===== src/rtl/jump_control_vectored.sv =====
// ---------------------------------------------------------------------------
// jump_control_vectored
//
// Purpose:
//   Program-counter redirect unit. It resolves direct jumps (JMP, JZ, JC),
//   accepts vectored, priority-nested interrupts onto a small return stack,
//   and unwinds that stack on RETI. Every decision is taken from the inputs
//   sampled at one rising edge, and its outputs are registered from that
//   same edge, giving a one-cycle latency.
//
// Ports:
//   clk                in   single clock; all state changes on its rising edge
//   reset              in   synchronous, active-high reset
//   jmp_address_pm     in   jump target fetched from program memory
//   current_address    in   address of the instruction currently presented
//   op                 in   opcode (6'h18 JMP, 6'h1C JZ, 6'h1E JC, 6'h10 RETI)
//   flag_ex            in   execute flags: [1] carry, [0] zero
//   irq_req            in   level interrupt requests, index 0 = highest priority
//   irq_en             in   per-line interrupt enable mask
//   jmp_loc            out  registered redirect address
//   pc_mux_sel         out  registered; 1 selects jmp_loc as the next PC
//   irq_ack            out  one-hot, one-cycle acknowledge of the accepted line
//   flag_restore       out  flags popped by RETI
//   flag_restore_valid out  one-cycle pulse qualifying flag_restore
//   depth              out  current return-stack occupancy
//   stack_err          out  one-cycle pulse on RETI while the stack is empty
// ---------------------------------------------------------------------------
module jump_control_vectored #(
    parameter int                ADDR_W      = 16,
    parameter int                NUM_IRQ     = 4,
    parameter int                STACK_DEPTH = 4,
    parameter logic [ADDR_W-1:0] VEC_BASE    = 16'hF000,
    parameter int                VEC_STRIDE  = 4,
    localparam int               DEPTH_W     = $clog2(STACK_DEPTH + 1)
) (
    input  logic               clk,
    input  logic               reset,
    input  logic [ADDR_W-1:0]  jmp_address_pm,
    input  logic [ADDR_W-1:0]  current_address,
    input  logic [5:0]         op,
    input  logic [1:0]         flag_ex,
    input  logic [NUM_IRQ-1:0] irq_req,
    input  logic [NUM_IRQ-1:0] irq_en,
    output logic [ADDR_W-1:0]  jmp_loc,
    output logic               pc_mux_sel,
    output logic [NUM_IRQ-1:0] irq_ack,
    output logic [1:0]         flag_restore,
    output logic               flag_restore_valid,
    output logic [DEPTH_W-1:0] depth,
    output logic               stack_err
);

    localparam logic [5:0] OP_JMP  = 6'h18;
    localparam logic [5:0] OP_JZ   = 6'h1C;
    localparam logic [5:0] OP_JC   = 6'h1E;
    localparam logic [5:0] OP_RETI = 6'h10;

    // Return stack: saved address, saved flags and the priority level that
    // was entered, one slot per nesting level.
    logic [ADDR_W-1:0]  r_stk_addr [STACK_DEPTH];
    logic [1:0]         r_stk_flag [STACK_DEPTH];
    logic [2:0]         r_stk_prio [STACK_DEPTH];
    logic [DEPTH_W-1:0] r_depth;

    logic [ADDR_W-1:0]  r_jmp_loc;
    logic               r_pc_mux_sel;
    logic [NUM_IRQ-1:0] r_irq_ack;
    logic [1:0]         r_flag_restore;
    logic               r_flag_restore_valid;
    logic               r_stack_err;

    logic [NUM_IRQ-1:0] w_elig;
    logic [2:0]         w_win_idx;
    logic               w_any;
    logic [DEPTH_W-1:0] w_top_idx;
    logic [2:0]         w_top_prio;
    logic [ADDR_W-1:0]  w_top_addr;
    logic [1:0]         w_top_flag;
    logic               w_is_reti;
    logic               w_accept;
    logic               w_pop;
    logic               w_err;
    logic               w_jump_taken;
    logic [ADDR_W-1:0]  w_vec_addr;

    // Priority encoder: scanning downward leaves the lowest eligible index.
    always_comb begin
        w_elig    = irq_req & irq_en;
        w_any     = |w_elig;
        w_win_idx = 3'd0;
        for (int k = NUM_IRQ - 1; k >= 0; k--) begin
            w_win_idx = w_elig[k] ? 3'(k) : w_win_idx;
        end
    end

    // Top-of-stack read; only meaningful when the stack is non-empty.
    always_comb begin
        w_top_idx  = r_depth - DEPTH_W'(1);
        w_top_prio = 3'd0;
        w_top_addr = '0;
        w_top_flag = 2'b00;
        for (int k = 0; k < STACK_DEPTH; k++) begin
            w_top_prio = (w_top_idx == DEPTH_W'(k)) ? r_stk_prio[k] : w_top_prio;
            w_top_addr = (w_top_idx == DEPTH_W'(k)) ? r_stk_addr[k] : w_top_addr;
            w_top_flag = (w_top_idx == DEPTH_W'(k)) ? r_stk_flag[k] : w_top_flag;
        end
    end

    // Conditional-jump resolution from the opcode and execute flags.
    always_comb begin
        w_jump_taken = 1'b0;
        case (op)
            OP_JMP:  w_jump_taken = 1'b1;
            OP_JZ:   w_jump_taken = flag_ex[0];
            OP_JC:   w_jump_taken = flag_ex[1];
            default: w_jump_taken = 1'b0;
        endcase
    end

    // Decision arbitration. An interrupt is never taken in a RETI cycle, so
    // a pending request is re-judged next cycle against the popped level.
    // Guarding push with the room check and pop with the empty check keeps
    // depth inside 0..STACK_DEPTH without wrapping.
    always_comb begin
        w_is_reti  = (op == OP_RETI);
        w_accept   = w_any && !w_is_reti
                     && (r_depth < DEPTH_W'(STACK_DEPTH))
                     && ((r_depth == DEPTH_W'(0)) || (w_win_idx < w_top_prio));
        w_pop      = w_is_reti && (r_depth != DEPTH_W'(0));
        w_err      = w_is_reti && (r_depth == DEPTH_W'(0));
        w_vec_addr = VEC_BASE + (ADDR_W'(w_win_idx) * ADDR_W'(VEC_STRIDE));
    end

    // State and registered outputs. Accept outranks a coincident jump: the
    // jump is dropped and its own address is saved so it re-executes later.
    always_ff @(posedge clk) begin
        if (reset) begin
            r_depth              <= '0;
            r_jmp_loc            <= '0;
            r_pc_mux_sel         <= 1'b0;
            r_irq_ack            <= '0;
            r_flag_restore       <= 2'b00;
            r_flag_restore_valid <= 1'b0;
            r_stack_err          <= 1'b0;
            for (int k = 0; k < STACK_DEPTH; k++) begin
                r_stk_addr[k] <= '0;
                r_stk_flag[k] <= 2'b00;
                r_stk_prio[k] <= 3'd0;
            end
        end else begin
            r_pc_mux_sel         <= 1'b0;
            r_irq_ack            <= '0;
            r_flag_restore_valid <= 1'b0;
            r_stack_err          <= 1'b0;
            if (w_accept) begin
                for (int k = 0; k < STACK_DEPTH; k++) begin
                    if (r_depth == DEPTH_W'(k)) begin
                        r_stk_addr[k] <= current_address;
                        r_stk_flag[k] <= flag_ex;
                        r_stk_prio[k] <= w_win_idx;
                    end else begin
                        r_stk_addr[k] <= r_stk_addr[k];
                    end
                end
                r_depth      <= r_depth + DEPTH_W'(1);
                r_jmp_loc    <= w_vec_addr;
                r_pc_mux_sel <= 1'b1;
                r_irq_ack    <= NUM_IRQ'(1) << w_win_idx;
            end else if (w_pop) begin
                r_depth              <= r_depth - DEPTH_W'(1);
                r_jmp_loc            <= w_top_addr;
                r_pc_mux_sel         <= 1'b1;
                r_flag_restore       <= w_top_flag;
                r_flag_restore_valid <= 1'b1;
            end else if (w_err) begin
                r_stack_err <= 1'b1;
            end else if (w_jump_taken) begin
                r_jmp_loc    <= jmp_address_pm;
                r_pc_mux_sel <= 1'b1;
            end else begin
                r_jmp_loc <= r_jmp_loc;
            end
        end
    end

    assign jmp_loc            = r_jmp_loc;
    assign pc_mux_sel         = r_pc_mux_sel;
    assign irq_ack            = r_irq_ack;
    assign flag_restore       = r_flag_restore;
    assign flag_restore_valid = r_flag_restore_valid;
    assign depth              = r_depth;
    assign stack_err          = r_stack_err;

endmodule


===== config.mk =====
export PLATFORM = sky130hd
export DESIGN_NAME = jump_control_vectored
export DESIGN_NICKNAME = d
export VERILOG_FILES = /design/src/rtl/jump_control_vectored.sv
export SDC_FILE = /design/constraint.sdc
export NUM_CORES = 1
export LEC_CHECK = 0
export BUFFER_PORTS_ARGS = -buffer_cell sky130_fd_sc_hd__buf_2
export CORE_MARGIN = 1
export CORE_UTILIZATION = 51
export CTS_CLUSTER_DIAMETER = 40
export DETAILED_ROUTE_END_ITERATION = 8
export HOLD_SLACK_MARGIN = 0.1
export PLACE_DENSITY_LB_ADDON = 0.2
export REMOVE_ABC_BUFFERS = 1
export SKIP_LAST_GASP = 1
export SLEW_MARGIN = 20
export SYNTH_ARGS = -nofsm -noshare
export SYNTH_HDL_FRONTEND = slang
export SYNTH_SLANG_ARGS = --single-unit

===== constraint.sdc =====
create_clock -name clk -period 4.2 [get_ports clk]
set_clock_uncertainty 0.2 [all_clocks]
set_input_delay 0.42 -clock clk [delete_from_list [all_inputs] [get_ports clk]]
set_output_delay 0.42 -clock clk [all_outputs]
set_load 0.01 [all_outputs]

### Yosys cells after proc, flatten, opt, wreduce, memory -nomap -nowiden

Memories as Yosys holds them, arrays and structs flattened.
Index checks and enable logic that the tools add are counted.

| storage, ports and cells | value |
|---|---|
| memories | 3 |
| logic and storage cells | 142 |
| bits in writable memories | 80 |
| bits in registers | 28 |

| cells by class | value |
|---|---|
| equality and inequality tests | 11 |
| shifts and indexed selects | 1 |
| $add $sub $neg | 3 |
| bitwise operators | 18 |
| reduce and logical (&&, ||, !) cells | 18 |
| mux-type cells | 79 |
| magnitude comparators | 2 |

Memory list:

| memory | words | width | read ports | clocked after memory_dff | wr ports | RTL line | text |
|---|---|---|---|---|---|---|---|
| r_stk_addr | 4 | 16 | 4 | 0 | 4 | 60 | `logic [ADDR_W-1:0] r_stk_addr [STACK_DEPTH];` |
| r_stk_flag | 4 | 2 | 4 | 0 | 4 | 61 | `logic [1:0] r_stk_flag [STACK_DEPTH];` |
| r_stk_prio | 4 | 2 | 4 | 0 | 4 | 62 | `logic [2:0] r_stk_prio [STACK_DEPTH];` |

Operators by type and width:

| cell | count |
|---|---|
| 16-bit 2-to-1 mux | 16 |
| 1-bit 2-to-1 mux | 40 |
| 2-bit 2-to-1 mux | 16 |
| 6-bit by 5-bit equality test with 1-bit output (second input constant) | 4 |
| 3-bit 2-to-1 mux | 6 |
| 1-bit bitwise OR | 16 |
| 13-bit by 5-bit adder with 14-bit output (first input constant) | 1 |
| 3-bit by 2-bit equality test with 1-bit output (second input constant) | 4 |
| 3-bit by 1-bit equality test with 1-bit output (second input constant) | 2 |
| 3-bit zero test | 2 |
| 3-bit nonzero test | 2 |
| 1-bit logical AND | 5 |
| 4-bit bitwise AND | 1 |
| 2-bit AND reduction | 2 |
| 2-bit OR reduction | 2 |
| 4-bit OR reduction | 1 |
| 1-bit by 2-bit << shifter with 4-bit output (first input constant) | 1 |
| 3-bit by 1-bit adder with 3-bit output (second input constant) | 1 |
| 2-bit by 3-bit less-than comparator with 1-bit output | 1 |
| 3-bit less-than comparator (second input constant) | 1 |
| 3-bit inequality test (second input constant) | 1 |
| 1-bit one-hot mux with 3 select lines | 1 |
| 3-bit OR reduction | 1 |
| 3-bit by 1-bit subtractor with 3-bit output (second input constant) | 1 |
| other kinds (4) | 4 |

### Logic depth before layout (Yosys ltp)

| depth | value |
|---|---|
| depth after elaboration | 14 |
| gate-level depth with buffers | 16 |

### Worst setup path after synthesis

Ideal clock, no wire load.

| timing | value |
|---|---|
| path kind | reg2reg |
| from | reg r_depth[0], in the netlist depth[0] |
| to | mem r_stk_addr[3][0], enable pin |
| data arrival time | 3.694 ns |
| clock period less this slack | 4.285 ns |
| required time | 3.609 ns |
| setup slack | -0.085 ns |
| stages on the path, launching flop included | 15 |
| cell sequence | dfxtp_1 inv_1 ha_1 xnor2_2 and2_1 buf_2 buf_2 a221oi_1 nor3_1 a21oi_1 ha_1 or3_4 o31a_4 buf_2 o21ai_1 |

RTL lines:

| element | RTL line | text |
|---|---|---|
| from (decl) | 63 | `logic [DEPTH_W-1:0] r_depth;` |
| from (signal assigned) | 165 | `r_depth <= r_depth + DEPTH_W'(1);` |
| from (signal assigned) | 170 | `r_depth <= r_depth - DEPTH_W'(1);` |
| to (decl) | 60 |  |

==> metrics <==
status=finished, final reports clean; starting DRC count in detailed routing=311; Worst Path Required=4.24 ns; Hold WC Path Type=input pin to flip-flop; Mapped Area=5020 sq um; Post-CTS Setup Inserts=0; ys async rst share=0; min cycle time layout=3.99 ns; P&R area growth vs syn=14.3%; largest cells by area after synthesis=edfxtp_1 48%, dfxtp_1 11%, and3_1 5.6%; top_reg_cell synth=edfxtp_1; worst-margin pin slew=0.831 ns; detailed placement HPWL=8.32 mm; cell area power density=721 nW/um^2; worst vdd ir=0.408 mV; final worst path period share=0.950; vias per inst=6.13; # port buffers=just under 80; Seq/Total Area, Yosys=0.590; Netlist cell types=55; Routed WL per cell=20.4 microns; Final Total Pwr=4.14 mW; Top Ports=78; antenna cells=0; Mean Syn Cell Area=11.8 sq um; hold-fix buffers at CTS=0; worst rel slew slack=0.445; core area=9370 sq um; Crit. End Element=flip-flop; Seq cells post-synth=108; Slew Viols, Final=0; met3 usage=0.0449; commonest cells after routing, fill and taps aside=80 x edfxtp_1, 77 x buf_2, 45 x and3_1, 28 x o21ai_0, 28 x dfxtp_1; Root Driver=clkbuf_8; crit path DAT=around 4 ns; number of global-route vias before repair=3572; initial antenna violation count=0; first-pass GRT wire length=19.2 mm; Die Span Y=a little over 100 microns; Yosys top cell area share=0.478; Leakage=~2.5 nW; gr busiest metal=met2; placed instance area=5510 sq um; H-tree levels=3; DIE WIDTH=approximately 100 microns; clock-pin slew on the worst setup and hold paths=0.12 ns; Warnings, synthesis=0; FP Rows=35; Clock Latency Late Sink=about 0.38 ns; met1 usage=0.367; GRT Util Overall=0.257; Antenna Nets Post-Route=0; die area=10200 sq um; Max Fclk=251 MHz; met2 Usage GRT=0.399; drc violations=0; CTS tree=done; initial core utilization=0.536; Setup CP Type=flip-flop to flip-flop; Fin. Hold Viols=0; Max FO, Critical Path=19; critical hold path startpoint=current_address[4]; RSZ-0062 raised after global routing=no; commonest non-fill, non-tap cell in the layout=edfxtp_1; vias=3839; R2R depth=12; cts bufs inserted=9; WHS Path Cells=2; fin area=5740 sq um; # fillers=776; largest area contributor in the synthesized netlist=edfxtp_1; largest net degree at the start of global routing=46; final wirelength=roughly 13 mm; Mapped Cells=about 430; Reg-to-Reg Start=depth[1]$_SDFFE_PP0P_; clock sinks=~110; Crit. Startpoint=depth[1]$_SDFFE_PP0P_; Place WS=0.203 ns; drt pass-1 iters=5; Final WS setup=0.208 ns; EDFF count, synth=80; Nets=550; GPL Wtd Cong=roughly 0.84; startpoint types=flip-flop; final setup vio count=0; layout cells sized above 1=0.243; CTS max path bufs=2; grt ovf=0; # Max-Cap Violations=0; post-cts sizing count=0
metrics by stage:
step | hold WS (ns) | utilization | setup TNS [ns] | cells
after floorplan | 0.289 | - | -37.90 | 390
after global placement | 0.286 | 0.588 | 0 | 610
after detailed placement | 0.291 | 0.588 | 0 | 610
after CTS | 0.131 | 0.612 | 0 | 626
after global routing | 0.132 | 0.612 | 0 | 626
final | 0.136 | 0.612 | 0 | 626
logic make-up after synthesis:
| logic type | share of synthesized area |
|---|---|
| and+or+nand+nor | 0.153 |
| AOI/OAI and AO/OA | 0.183 |
| DFF | 0.590 |
| buffers and inverters | 0.0446 |
| adders and majority gates | 0.0199 |
| xor gates and xnor gates | 0.00498 |
| muxes | 0.00424 |
synthesized netlist by cell type, drive strengths merged, types with 2 or more instances:
cell type / number
nor3: 13
a21oi: 10
and2: 23
dfxtp: 28
o311a: 11
and3: 45
nand3: 2
a22o: 2
clkbuf: 20
nor2: 15
o21ai: 30
o211ai: 4
a32o: 5
a2bb2oi: 15
o31ai: 3
nand2: 21
or3: 2
o22ai: 12
inv: 13
a211oi: 2
nor3b: 2
or2: 2
ha: 8
edfxtp: 80
nor2b: 6
buf: 15
a221oi: 21
layer usage:
layer,part of all wire,vias to the layer above
li1,-,1777
met1,0.44,1864
met2,0.46,176
met3,0.081,22
met4,0.020,0
met5,0,-
registers in the layout (all words and copies together), names as in the netlist:
register,count
r_stk_addr,64
jmp_loc,16
r_stk_flag,8
r_stk_prio,8
irq_ack,4
depth,3
flag_restore,2
flag_restore_valid,1
pc_mux_sel,1
stack_err,1
worst paths after layout:
kind | to | slack [ns]
worst max-delay path | r_stk_addr[3][1]$_SDFFCE_PN0P_ | 0.21
worst min-delay path | r_stk_addr[3][4]$_SDFFCE_PN0P_ | 0.14
worst max register to register | r_stk_addr[3][1]$_SDFFCE_PN0P_ | 0.21
worst min register to register | flag_restore[1]$_SDFFE_PP0P_ | 0.30
cell type report:
cell class / instances / area [sq um] / area share
well taps: 129 / 161 / 0.0281
inverters: 13 / 48.8 / 0.00850
flip-flops and latches: 108 / 2960 / 0.516
clock inverters: 7 / 103 / 0.0179
repair buffers: 91 / 490 / 0.0855
multi-input cells: 269 / 1850 / 0.322
clock buffers: 9 / 124 / 0.0216
worst max-delay path, cell delays in order, from the launching register on:
cell and delay [ns]:
dfxtp_1 0.47, inv_1 0.15, ha_1 0.31, xnor2_2 0.20, and2_1 0.19, a221oi_1 0.29
nor3_1 0.07, a21oi_1 0.16, ha_1 0.29, a21boi_1 0.22, o31a_4 0.47, nor3_4 0.57
and2_1 0.23
power by group:
group,switching [mW],internal [mW],leakage [nW]
sequential,0.120,1.50,1.07
combinational,1.13,0.680,1.27
clock,0.408,0.301,0.114
total,1.66,2.48,2.46
(Power assumes the default switching activity.)
